===== src/rtl/uart_pkg.sv =====
// Shared definitions for the memory-mapped UART transmitter.
package uart_pkg;

  // Register select values taken from data_addr[3:2]
  localparam logic [1:0] REG_TXDATA = 2'd0;
  localparam logic [1:0] REG_STATUS = 2'd1;
  localparam logic [1:0] REG_DIV    = 2'd2;

  // STATUS register bit positions
  localparam int STAT_FULL    = 0;
  localparam int STAT_EMPTY   = 1;
  localparam int STAT_BUSY    = 2;
  localparam int STAT_OVF     = 3;
  localparam int STAT_CNT_LSB = 4;
  localparam int STAT_CNT_W   = 5;

  // Transmit frame sequencer states
  typedef enum logic [1:0] {
    TX_IDLE  = 2'd0,
    TX_START = 2'd1,
    TX_DATA  = 2'd2,
    TX_STOP  = 2'd3
  } tx_state_e;

  // Down-counter load value for one bit period; a divisor of 0 behaves as 1
  function automatic logic [15:0] reload_cnt(input logic [15:0] div);
    if (div == 16'd0) begin
      return 16'd0;
    end else begin
      return div - 16'd1;
    end
  endfunction

endpackage


===== src/rtl/uart_tx_mmio_if.sv =====
// CPU data-memory port as seen by a memory-mapped peripheral.
interface uart_tx_mmio_if;
  logic        data_read;
  logic        data_write;
  logic [31:0] data_addr;
  logic [31:0] data_in;
  logic [31:0] data_out;
  logic        hit;

  modport master (
    output data_read, data_write, data_addr, data_in,
    input  data_out, hit
  );

  modport slave (
    input  data_read, data_write, data_addr, data_in,
    output data_out, hit
  );
endinterface


===== src/rtl/uart_tx_mmio_sync_fifo.sv =====
// Single-clock FIFO with occupancy count. A push while full is accepted
// only if a pop happens on the same edge, which frees the slot.
module sync_fifo #(
  parameter int WIDTH = 8,
  parameter int DEPTH = 8
) (
  input  logic                   clk,
  input  logic                   rst_n,
  input  logic                   push,
  input  logic [WIDTH-1:0]       wdata,
  input  logic                   pop,
  output logic [WIDTH-1:0]       rdata,
  output logic                   full,
  output logic                   empty,
  output logic [$clog2(DEPTH):0] count
);

  localparam int AW = $clog2(DEPTH);
  localparam int CW = AW + 1;

  logic [WIDTH-1:0] mem_q [DEPTH];
  logic [AW-1:0]    wr_ptr_q, wr_ptr_d;
  logic [AW-1:0]    rd_ptr_q, rd_ptr_d;
  logic [CW-1:0]    count_q, count_d;
  logic             full_s, empty_s, push_ok_s, pop_ok_s;

  assign full_s    = (count_q == CW'(DEPTH));
  assign empty_s   = (count_q == {CW{1'b0}});
  assign pop_ok_s  = pop & ~empty_s;
  assign push_ok_s = push & (~full_s | pop_ok_s);

  assign rdata = mem_q[rd_ptr_q];
  assign full  = full_s;
  assign empty = empty_s;
  assign count = count_q;

  // Next pointer and occupancy values; pointers wrap naturally at DEPTH
  always_comb begin
    wr_ptr_d = wr_ptr_q;
    rd_ptr_d = rd_ptr_q;
    count_d  = count_q;
    if (push_ok_s) begin
      wr_ptr_d = wr_ptr_q + AW'(1);
    end else begin
      wr_ptr_d = wr_ptr_q;
    end
    if (pop_ok_s) begin
      rd_ptr_d = rd_ptr_q + AW'(1);
    end else begin
      rd_ptr_d = rd_ptr_q;
    end
    case ({push_ok_s, pop_ok_s})
      2'b10:   count_d = count_q + CW'(1);
      2'b01:   count_d = count_q - CW'(1);
      default: count_d = count_q;
    endcase
  end

  // Pointer and count registers
  always_ff @(posedge clk or negedge rst_n) begin
    if (!rst_n) begin
      wr_ptr_q <= {AW{1'b0}};
      rd_ptr_q <= {AW{1'b0}};
      count_q  <= {CW{1'b0}};
    end else begin
      wr_ptr_q <= wr_ptr_d;
      rd_ptr_q <= rd_ptr_d;
      count_q  <= count_d;
    end
  end

  // Storage array; contents are meaningless until written, so no reset
  always_ff @(posedge clk) begin
    if (push_ok_s) begin
      mem_q[wr_ptr_q] <= wdata;
    end
  end

endmodule


===== src/rtl/uart_tx_mmio.sv =====
// Memory-mapped 8N1 UART transmitter: TXDATA/STATUS/DIV register window,
// byte FIFO, and a baud-timed frame sequencer driving a registered tx line.
module uart_tx_mmio
  import uart_pkg::*;
#(
  parameter logic [31:0] BASE_ADDR   = 32'hFFFF_0000,
  parameter int          FIFO_DEPTH  = 8,
  parameter logic [15:0] DEFAULT_DIV = 16'd868
) (
  input  logic            clk,
  input  logic            rst,
  uart_tx_mmio_if.slave   bus,
  output logic            tx
);

  localparam int CW = $clog2(FIFO_DEPTH) + 1;

  // Register-window decode
  logic        hit_s;
  logic [1:0]  sel_s;
  logic        wr_txdata_s, wr_status_s, wr_div_s;
  logic [31:0] status_s;
  logic [31:0] rdata_s;

  // FIFO interface
  logic          fifo_pop_s;
  logic [7:0]    fifo_rdata_s;
  logic          fifo_full_s, fifo_empty_s;
  logic [CW-1:0] fifo_count_s;

  // Control registers
  logic [15:0] div_q, div_d;
  logic        ovf_q, ovf_d;

  // Frame sequencer
  tx_state_e   state_q, state_d;
  logic [15:0] cnt_q, cnt_d;
  logic [2:0]  idx_q, idx_d;
  logic [7:0]  shift_q, shift_d;
  logic        tx_q, tx_d;
  logic        bit_end_s;

  // Address bits [1:0] and the upper store-data half carry no meaning here
  logic unused_s;
  assign unused_s = ^{bus.data_addr[1:0], bus.data_in[31:16]};

  assign hit_s     = (bus.data_addr[31:4] == BASE_ADDR[31:4]);
  assign sel_s     = bus.data_addr[3:2];
  assign bus.hit   = hit_s;
  assign bit_end_s = (cnt_q == 16'd0);
  assign tx        = tx_q;

  // Decode store strobes to individual register writes
  always_comb begin
    wr_txdata_s = 1'b0;
    wr_status_s = 1'b0;
    wr_div_s    = 1'b0;
    if (hit_s && bus.data_write) begin
      case (sel_s)
        REG_TXDATA: wr_txdata_s = 1'b1;
        REG_STATUS: wr_status_s = 1'b1;
        REG_DIV:    wr_div_s    = 1'b1;
        default:    wr_txdata_s = 1'b0;
      endcase
    end else begin
      wr_txdata_s = 1'b0;
    end
  end

  sync_fifo #(
    .WIDTH (8),
    .DEPTH (FIFO_DEPTH)
  ) u_fifo (
    .clk   (clk),
    .rst_n (rst),
    .push  (wr_txdata_s),
    .wdata (bus.data_in[7:0]),
    .pop   (fifo_pop_s),
    .rdata (fifo_rdata_s),
    .full  (fifo_full_s),
    .empty (fifo_empty_s),
    .count (fifo_count_s)
  );

  // Assemble STATUS from pre-edge state
  always_comb begin
    status_s = 32'd0;
    status_s[STAT_FULL]  = fifo_full_s;
    status_s[STAT_EMPTY] = fifo_empty_s;
    status_s[STAT_BUSY]  = (state_q != TX_IDLE);
    status_s[STAT_OVF]   = ovf_q;
    status_s[STAT_CNT_LSB +: STAT_CNT_W] = STAT_CNT_W'(fifo_count_s);
  end

  // Combinational read mux so a load completes in the same cycle
  always_comb begin
    rdata_s = 32'd0;
    if (hit_s && bus.data_read) begin
      case (sel_s)
        REG_STATUS: rdata_s = status_s;
        REG_DIV:    rdata_s = {16'd0, div_q};
        default:    rdata_s = 32'd0;
      endcase
    end else begin
      rdata_s = 32'd0;
    end
  end

  assign bus.data_out = rdata_s;

  // Divisor and sticky overflow next-state
  always_comb begin
    div_d = div_q;
    ovf_d = ovf_q;
    if (wr_div_s) begin
      div_d = bus.data_in[15:0];
    end else begin
      div_d = div_q;
    end
    if (wr_txdata_s && fifo_full_s && !fifo_pop_s) begin
      ovf_d = 1'b1;
    end else if (wr_status_s && bus.data_in[STAT_OVF]) begin
      ovf_d = 1'b0;
    end else begin
      ovf_d = ovf_q;
    end
  end

  // Frame sequencer: next state, baud counter, bit index and shift register
  always_comb begin
    state_d    = state_q;
    cnt_d      = cnt_q;
    idx_d      = idx_q;
    shift_d    = shift_q;
    fifo_pop_s = 1'b0;
    case (state_q)
      TX_IDLE: begin
        if (!fifo_empty_s) begin
          fifo_pop_s = 1'b1;
          shift_d    = fifo_rdata_s;
          cnt_d      = reload_cnt(div_q);
          state_d    = TX_START;
        end else begin
          state_d = TX_IDLE;
        end
      end
      TX_START: begin
        if (bit_end_s) begin
          idx_d   = 3'd0;
          cnt_d   = reload_cnt(div_q);
          state_d = TX_DATA;
        end else begin
          cnt_d = cnt_q - 16'd1;
        end
      end
      TX_DATA: begin
        if (bit_end_s) begin
          cnt_d = reload_cnt(div_q);
          if (idx_q == 3'd7) begin
            state_d = TX_STOP;
          end else begin
            idx_d   = idx_q + 3'd1;
            shift_d = {1'b0, shift_q[7:1]};
          end
        end else begin
          cnt_d = cnt_q - 16'd1;
        end
      end
      TX_STOP: begin
        if (bit_end_s) begin
          if (!fifo_empty_s) begin
            fifo_pop_s = 1'b1;
            shift_d    = fifo_rdata_s;
            cnt_d      = reload_cnt(div_q);
            state_d    = TX_START;
          end else begin
            state_d = TX_IDLE;
          end
        end else begin
          cnt_d = cnt_q - 16'd1;
        end
      end
      default: begin
        state_d = TX_IDLE;
      end
    endcase
  end

  // Line level follows the state being entered so tx changes with it
  always_comb begin
    tx_d = 1'b1;
    case (state_d)
      TX_START: tx_d = 1'b0;
      TX_DATA:  tx_d = shift_d[0];
      default:  tx_d = 1'b1;
    endcase
  end

  // State registers; reset returns the line high immediately
  always_ff @(posedge clk or negedge rst) begin
    if (!rst) begin
      div_q   <= DEFAULT_DIV;
      ovf_q   <= 1'b0;
      state_q <= TX_IDLE;
      cnt_q   <= 16'd0;
      idx_q   <= 3'd0;
      shift_q <= 8'd0;
      tx_q    <= 1'b1;
    end else begin
      div_q   <= div_d;
      ovf_q   <= ovf_d;
      state_q <= state_d;
      cnt_q   <= cnt_d;
      idx_q   <= idx_d;
      shift_q <= shift_d;
      tx_q    <= tx_d;
    end
  end

endmodule


===== src/flat_wrapper.sv =====
// flat-port wrapper written by rule: the top's interface ports become plain ports
module uart_tx_mmio_flat import uart_pkg::*;
#(
  parameter logic [31:0] BASE_ADDR   = 32'hFFFF_0000,
  parameter int          FIFO_DEPTH  = 8,
  parameter logic [15:0] DEFAULT_DIV = 16'd868
)
  (clk, rst, tx, bus_data_read, bus_data_write, bus_data_addr, bus_data_in, bus_data_out, bus_hit);
  uart_tx_mmio_if bus_i ();
  input  logic clk;
  input  logic rst;
  output logic tx;
  input wire logic [$bits(bus_i.data_read)-1:0] bus_data_read;
  input wire logic [$bits(bus_i.data_write)-1:0] bus_data_write;
  input wire logic [$bits(bus_i.data_addr)-1:0] bus_data_addr;
  input wire logic [$bits(bus_i.data_in)-1:0] bus_data_in;
  output wire logic [$bits(bus_i.data_out)-1:0] bus_data_out;
  output wire logic [$bits(bus_i.hit)-1:0] bus_hit;
  assign bus_i.data_read = bus_data_read;
  assign bus_i.data_write = bus_data_write;
  assign bus_i.data_addr = bus_data_addr;
  assign bus_i.data_in = bus_data_in;
  assign bus_data_out = bus_i.data_out;
  assign bus_hit = bus_i.hit;
  uart_tx_mmio #(.BASE_ADDR(BASE_ADDR), .FIFO_DEPTH(FIFO_DEPTH), .DEFAULT_DIV(DEFAULT_DIV)) u_core (.clk(clk), .rst(rst), .bus(bus_i), .tx(tx));
endmodule

===== config.mk =====
export PLATFORM = sky130hd
export DESIGN_NAME = uart_tx_mmio_flat
export DESIGN_NICKNAME = d
export VERILOG_FILES = /design/src/rtl/uart_pkg.sv /design/src/rtl/uart_tx_mmio_if.sv /design/src/rtl/uart_tx_mmio_sync_fifo.sv /design/src/rtl/uart_tx_mmio.sv /design/src/flat_wrapper.sv
export SDC_FILE = /design/constraint.sdc
export NUM_CORES = 1
export LEC_CHECK = 0
export CAP_MARGIN = 30
export CORE_UTILIZATION = 51
export CTS_BUF_LIST = sky130_fd_sc_hd__clkbuf_4 sky130_fd_sc_hd__clkbuf_8
export CTS_CLUSTER_DIAMETER = 200
export DETAILED_ROUTE_END_ITERATION = 8
export PLACE_DENSITY = 0.79
export SLEW_MARGIN = 10
export SYNTH_ARGS = -nofsm -noshare
export SYNTH_HDL_FRONTEND = slang
export SYNTH_SLANG_ARGS = --single-unit

===== constraint.sdc =====
create_clock -name clk -period 3.1 [get_ports clk]
set_input_delay 0.31 -clock clk [delete_from_list [all_inputs] [get_ports clk]]
set_output_delay 0.31 -clock clk [all_outputs]
set_load 0.02 [all_outputs]

==> metrics.md <==
| Metric | Value |
|---|---|
| Status | `complete, no violations` |
| Yosys warns | `0` |
| IO Port Bufs | `67` |
| Synth area leaders | `edfxtp_1 (28%), dfrtp_1 (19%), mux4_2 (5.3%), ha_1 (3.1%), mux2_2 (3.0%)` |
| Antenna cell count | `0` |
| Post-synth top area cell | `edfxtp_1` |
| Yosys reg bits | `about 120` |
| Root Driver | `clkbuf_8` |
| CTS Buf Count | `17` |
| Initial Util | `between 50% and 60%` |
| Post-CTS Setup Repair Bufs | `0` |
| CP Capture Type | `flip-flop` |
| Worst Skew | `0.0130 ns` |
| Synth Flop Type | `edfxtp_1` |
| Global-route wire length before repair | `about 27000 microns` |
| Dpl ws | `approximately 0.19 ns` |
| Worst Path Required | `between 3 and 4 ns` |
| Slew headroom | `42.0%` |
| Leak | `~3.3 nW` |
| Final Wtd Congestion | `about 0.9` |
| Metal1 wirelength | `6760 microns` |
| Commonest non-fill, non-tap cells in the layout | `clkdlybuf4s50_1 (66), edfxtp_1 (64), dfrtp_1 (51), nor2_1 (50), a21oi_1 (37)` |
| RSZ-0062 raised after global routing | `false` |
| Largest net degree at the start of global routing | `30` |
| Met3 wire length | `approximately 1100 microns` |
| Hold WC Path Type | `input port to asynchronous set/reset pin` |
| Core ar. | `roughly 13000 sq um` |
| CTS H-tree depth | `4` |
| Final setup margin | `around 0.19 ns` |
| Reg2Reg Capture Point | `u_core.u_fifo.count[3]` |
| Routed len/inst | `about 19 microns` |
| Worst skew pair latency | `~0.43 ns` |
| # DRC | `0` |
| Synth-to-layout area growth | `19.4%` |
| Achievable Freq | `343 MHz` |
| Vias in the first global route | `5315` |
| CP max FO | `6` |
| DP HPWL | `roughly 11000 microns` |
| Boundary Pins | `slightly above 100` |
| Reg2reg setup slack | `between 0.15 and 0.2 ns` |
| Die span in y | `118 microns` |
| Fin crit share | `between 90% and 100%` |
| Mapped Cells | `~600` |
| Worst VDD drop | `roughly 0.00052 V` |
| GRT Total Usage | `around 25%` |
| Worst Tran Pin Value | `between 0.8 and 0.9 ns` |
| CTS tree | `done` |
| Final Hold Viols | `0` |
| Final setup TNS | `0 ns` |
| Final Instance Area | `just over 8000 sq um` |
| Post-Route WL | `16400 microns` |
| Crit path launch type | `flip-flop` |
| Mapped Area | `roughly 7000 sq um` |
| Die area | `between 10000 and 15000 sq um` |
| Setup CP Type | `flip-flop to flip-flop` |
| Mean Syn Cell Area | `~11 sq um` |
| Antenna Nets Post-Route | `0` |
| Pwr/cell area | `~780 nW/um^2` |
| Tmin final | `around 2.9 ns` |
| Async SR Flop Fraction | `approximately 47%` |
| Clock buffer depth | `2` |
| Vias | `approximately 5300` |
| DR pass1 iterations | `5` |
| Reg2Reg Launch Point | `u_core.cnt_q[0]` |
| Routed met2 length | `between 8000 and 9000 microns` |
| Post-synth EDFFs | `64` |
| Post-synthesis sequential area ratio | `about half` |
| Synth unique cells | `73` |
| Grt ovf | `0` |
| Register-to-Register Path Depth | `11` |
| Top sig layer | `met4` |
| Num Clock Sinks | `between 100 and 150` |
| 1st-iter DRT viols | `370` |
| Final setup fails | `0` |
| Count of pins over their slew limit | `0` |
| Finished Core Util | `a little under two thirds` |
| Die W | `between 100 and 150 microns` |
| Commonest non-fill, non-tap cell in the layout | `clkdlybuf4s50_1` |
| Initial antenna violation count | `0` |
| Critical path arrival | `roughly 3.2 ns` |
| Nets | `between 700 and 800` |
| Dpl cell area | `between 7000 and 8000 sq um` |
| Clock slew at reported path FFs | `0.09 ns` |
| Top-area cell type share of the netlist area | `~28%` |
| Max_cap viols | `0` |
| Fraction of final layout cells sized beyond drive strength 1 | `approximately 17%` |
| Row Count | `41` |
| Vias per cell | `around 6.1` |
-- state kept, by name (all words and copies together) (netlist names) --
| name | flops |
|---|---|
| u_core.cnt_q | 16 |
| u_core.div_q | 16 |
| u_core.idx_q | 3 |
| u_core.ovf_q | 1 |
| u_core.shift_q | 8 |
| u_core.state_q | 2 |
| u_core.tx | 1 |
| u_core.u_fifo.count | 4 |
| u_core.u_fifo.mem_q | 64 |
| u_core.u_fifo.rd_ptr_q | 3 |
| u_core.u_fifo.wr_ptr_q | 3 |
-- synthesized netlist by cell type, types with 3 or more instances --
| cell | number |
|---|---|
| a2bb2oi_1 | 3 |
| nor3_2 | 3 |
| clkbuf_1 | 21 |
| nor4_4 | 3 |
| nor3_1 | 16 |
| inv_1 | 27 |
| a22oi_1 | 11 |
| o21a_1 | 3 |
| and3_1 | 3 |
| a21o_1 | 5 |
| a31oi_1 | 7 |
| nor2_1 | 50 |
| or2_2 | 4 |
| xnor2_1 | 17 |
| nand4_1 | 9 |
| nor4_1 | 12 |
| o21ai_0 | 30 |
| mux2_2 | 18 |
| a21oi_1 | 37 |
| dfstp_2 | 6 |
| a211oi_1 | 13 |
| ha_1 | 17 |
| dfrtp_1 | 51 |
| o31ai_1 | 7 |
| buf_2 | 7 |
| nand2b_1 | 5 |
| xor2_1 | 5 |
| buf_4 | 18 |
| a22o_1 | 8 |
| mux2i_1 | 12 |
| mux4_2 | 16 |
| o21bai_1 | 3 |
| nand3_1 | 14 |
| edfxtp_1 | 64 |
| or4_1 | 4 |
| nand2_1 | 34 |
-- worst max-delay path, cell delays in order, from the launching register on --
cell	delay, ns
dfrtp_1	0.44
inv_1	0.13
ha_1	0.20
nor4b_1	0.27
nand4_1	0.23
a2bb2oi_4	0.23
nor3_2	0.25
ha_1	0.29
a21o_1	0.19
a21o_1	0.20
o31a_1	0.26
xnor2_1	0.12
-- metrics by stage --
| stage | power, W | hold WS (ns) | instances |
|---|---|---|---|
| 3_3_place_gp | 0.00472 | 0.397 | 844 |
| 3_5_place_dp | 0.00481 | 0.403 | 844 |
| 2_1_floorplan | 0.00413 | 0.0144 | 625 |
| 5_1_grt | 0.00671 | 0.498 | 877 |
| 4_1_cts | 0.00630 | 0.465 | 877 |
| 6_report | 0.00636 | 0.476 | 877 |
-- routing by layer --
| layer | up-vias | track usage, % |
|---|---|---|
| met4 | 0 | 9.86 |
| li1 | 2429 | - |
| met2 | 274 | 41.0 |
| met5 | - | 0 |
| met3 | 33 | 3.88 |
| met1 | 2588 | 32.6 |
-- worst max path at each step --
stage	startpoint	end	slack, ns	cells after the start
global placement	bus_data_addr[13]	bus_data_out[10]	0.25	7
floorplan	u_core.cnt_q[0]	u_core.u_fifo.mem_q[0][0]	0.19	8
detailed placement	bus_data_addr[22]	bus_data_out[13]	0.19	7
finish	u_core.cnt_q[0]	u_core.u_fifo.count[3]	0.19	11
global route	u_core.cnt_q[0]	u_core.u_fifo.count[3]	0.05	12
CTS	bus_data_addr[13]	bus_data_out[11]	0.18	7
-- report_power, final --
| part | internal (W) | switching (W) | total, W |
|---|---|---|---|
| Combinational | 0.00131 | 0.00162 | 0.00293 |
| Sequential | 0.00180 | 0.000137 | 0.00194 |
| Clock | 0.000749 | 0.000740 | 0.00149 |
| Total | 0.00387 | 0.00250 | 0.00636 |
-- final cells by class --
type | instances | area, sq um
clock buffers | 17 | 234
fillers | 951 | 4690
clock inverters | 15 | 179
multi-input cells | 429 | 3160
repair buffers | 96 | 886
well taps | 172 | 215
inverters | 27 | 101
flip-flops and latches | 121 | 3360
-- what timing repair did --
item	CTS	global route
hold endpoints to repair	26	0
endpoints found under the setup margin	0	2
resized for setup	0	2
hold buffers	1	0
-- logic make-up (layout without fill, tap and decap cells) --
| family | Yosys count | after routing | synth area share, % |
|---|---|---|---|
| buf+inv | 75 | 155 | 5.37 |
| simple gates | 175 | 175 | 13.8 |
| fa+ha+maj | 18 | 18 | 3.42 |
| compound gates | 151 | 151 | 15.0 |
| mux | 47 | 47 | 10.3 |
| xor+xnor | 22 | 22 | 2.83 |
| other cells | 1 | 16 | 0.0551 |
| flops | 121 | 121 | 49.3 |
Power figures use the tool's default switching activity.
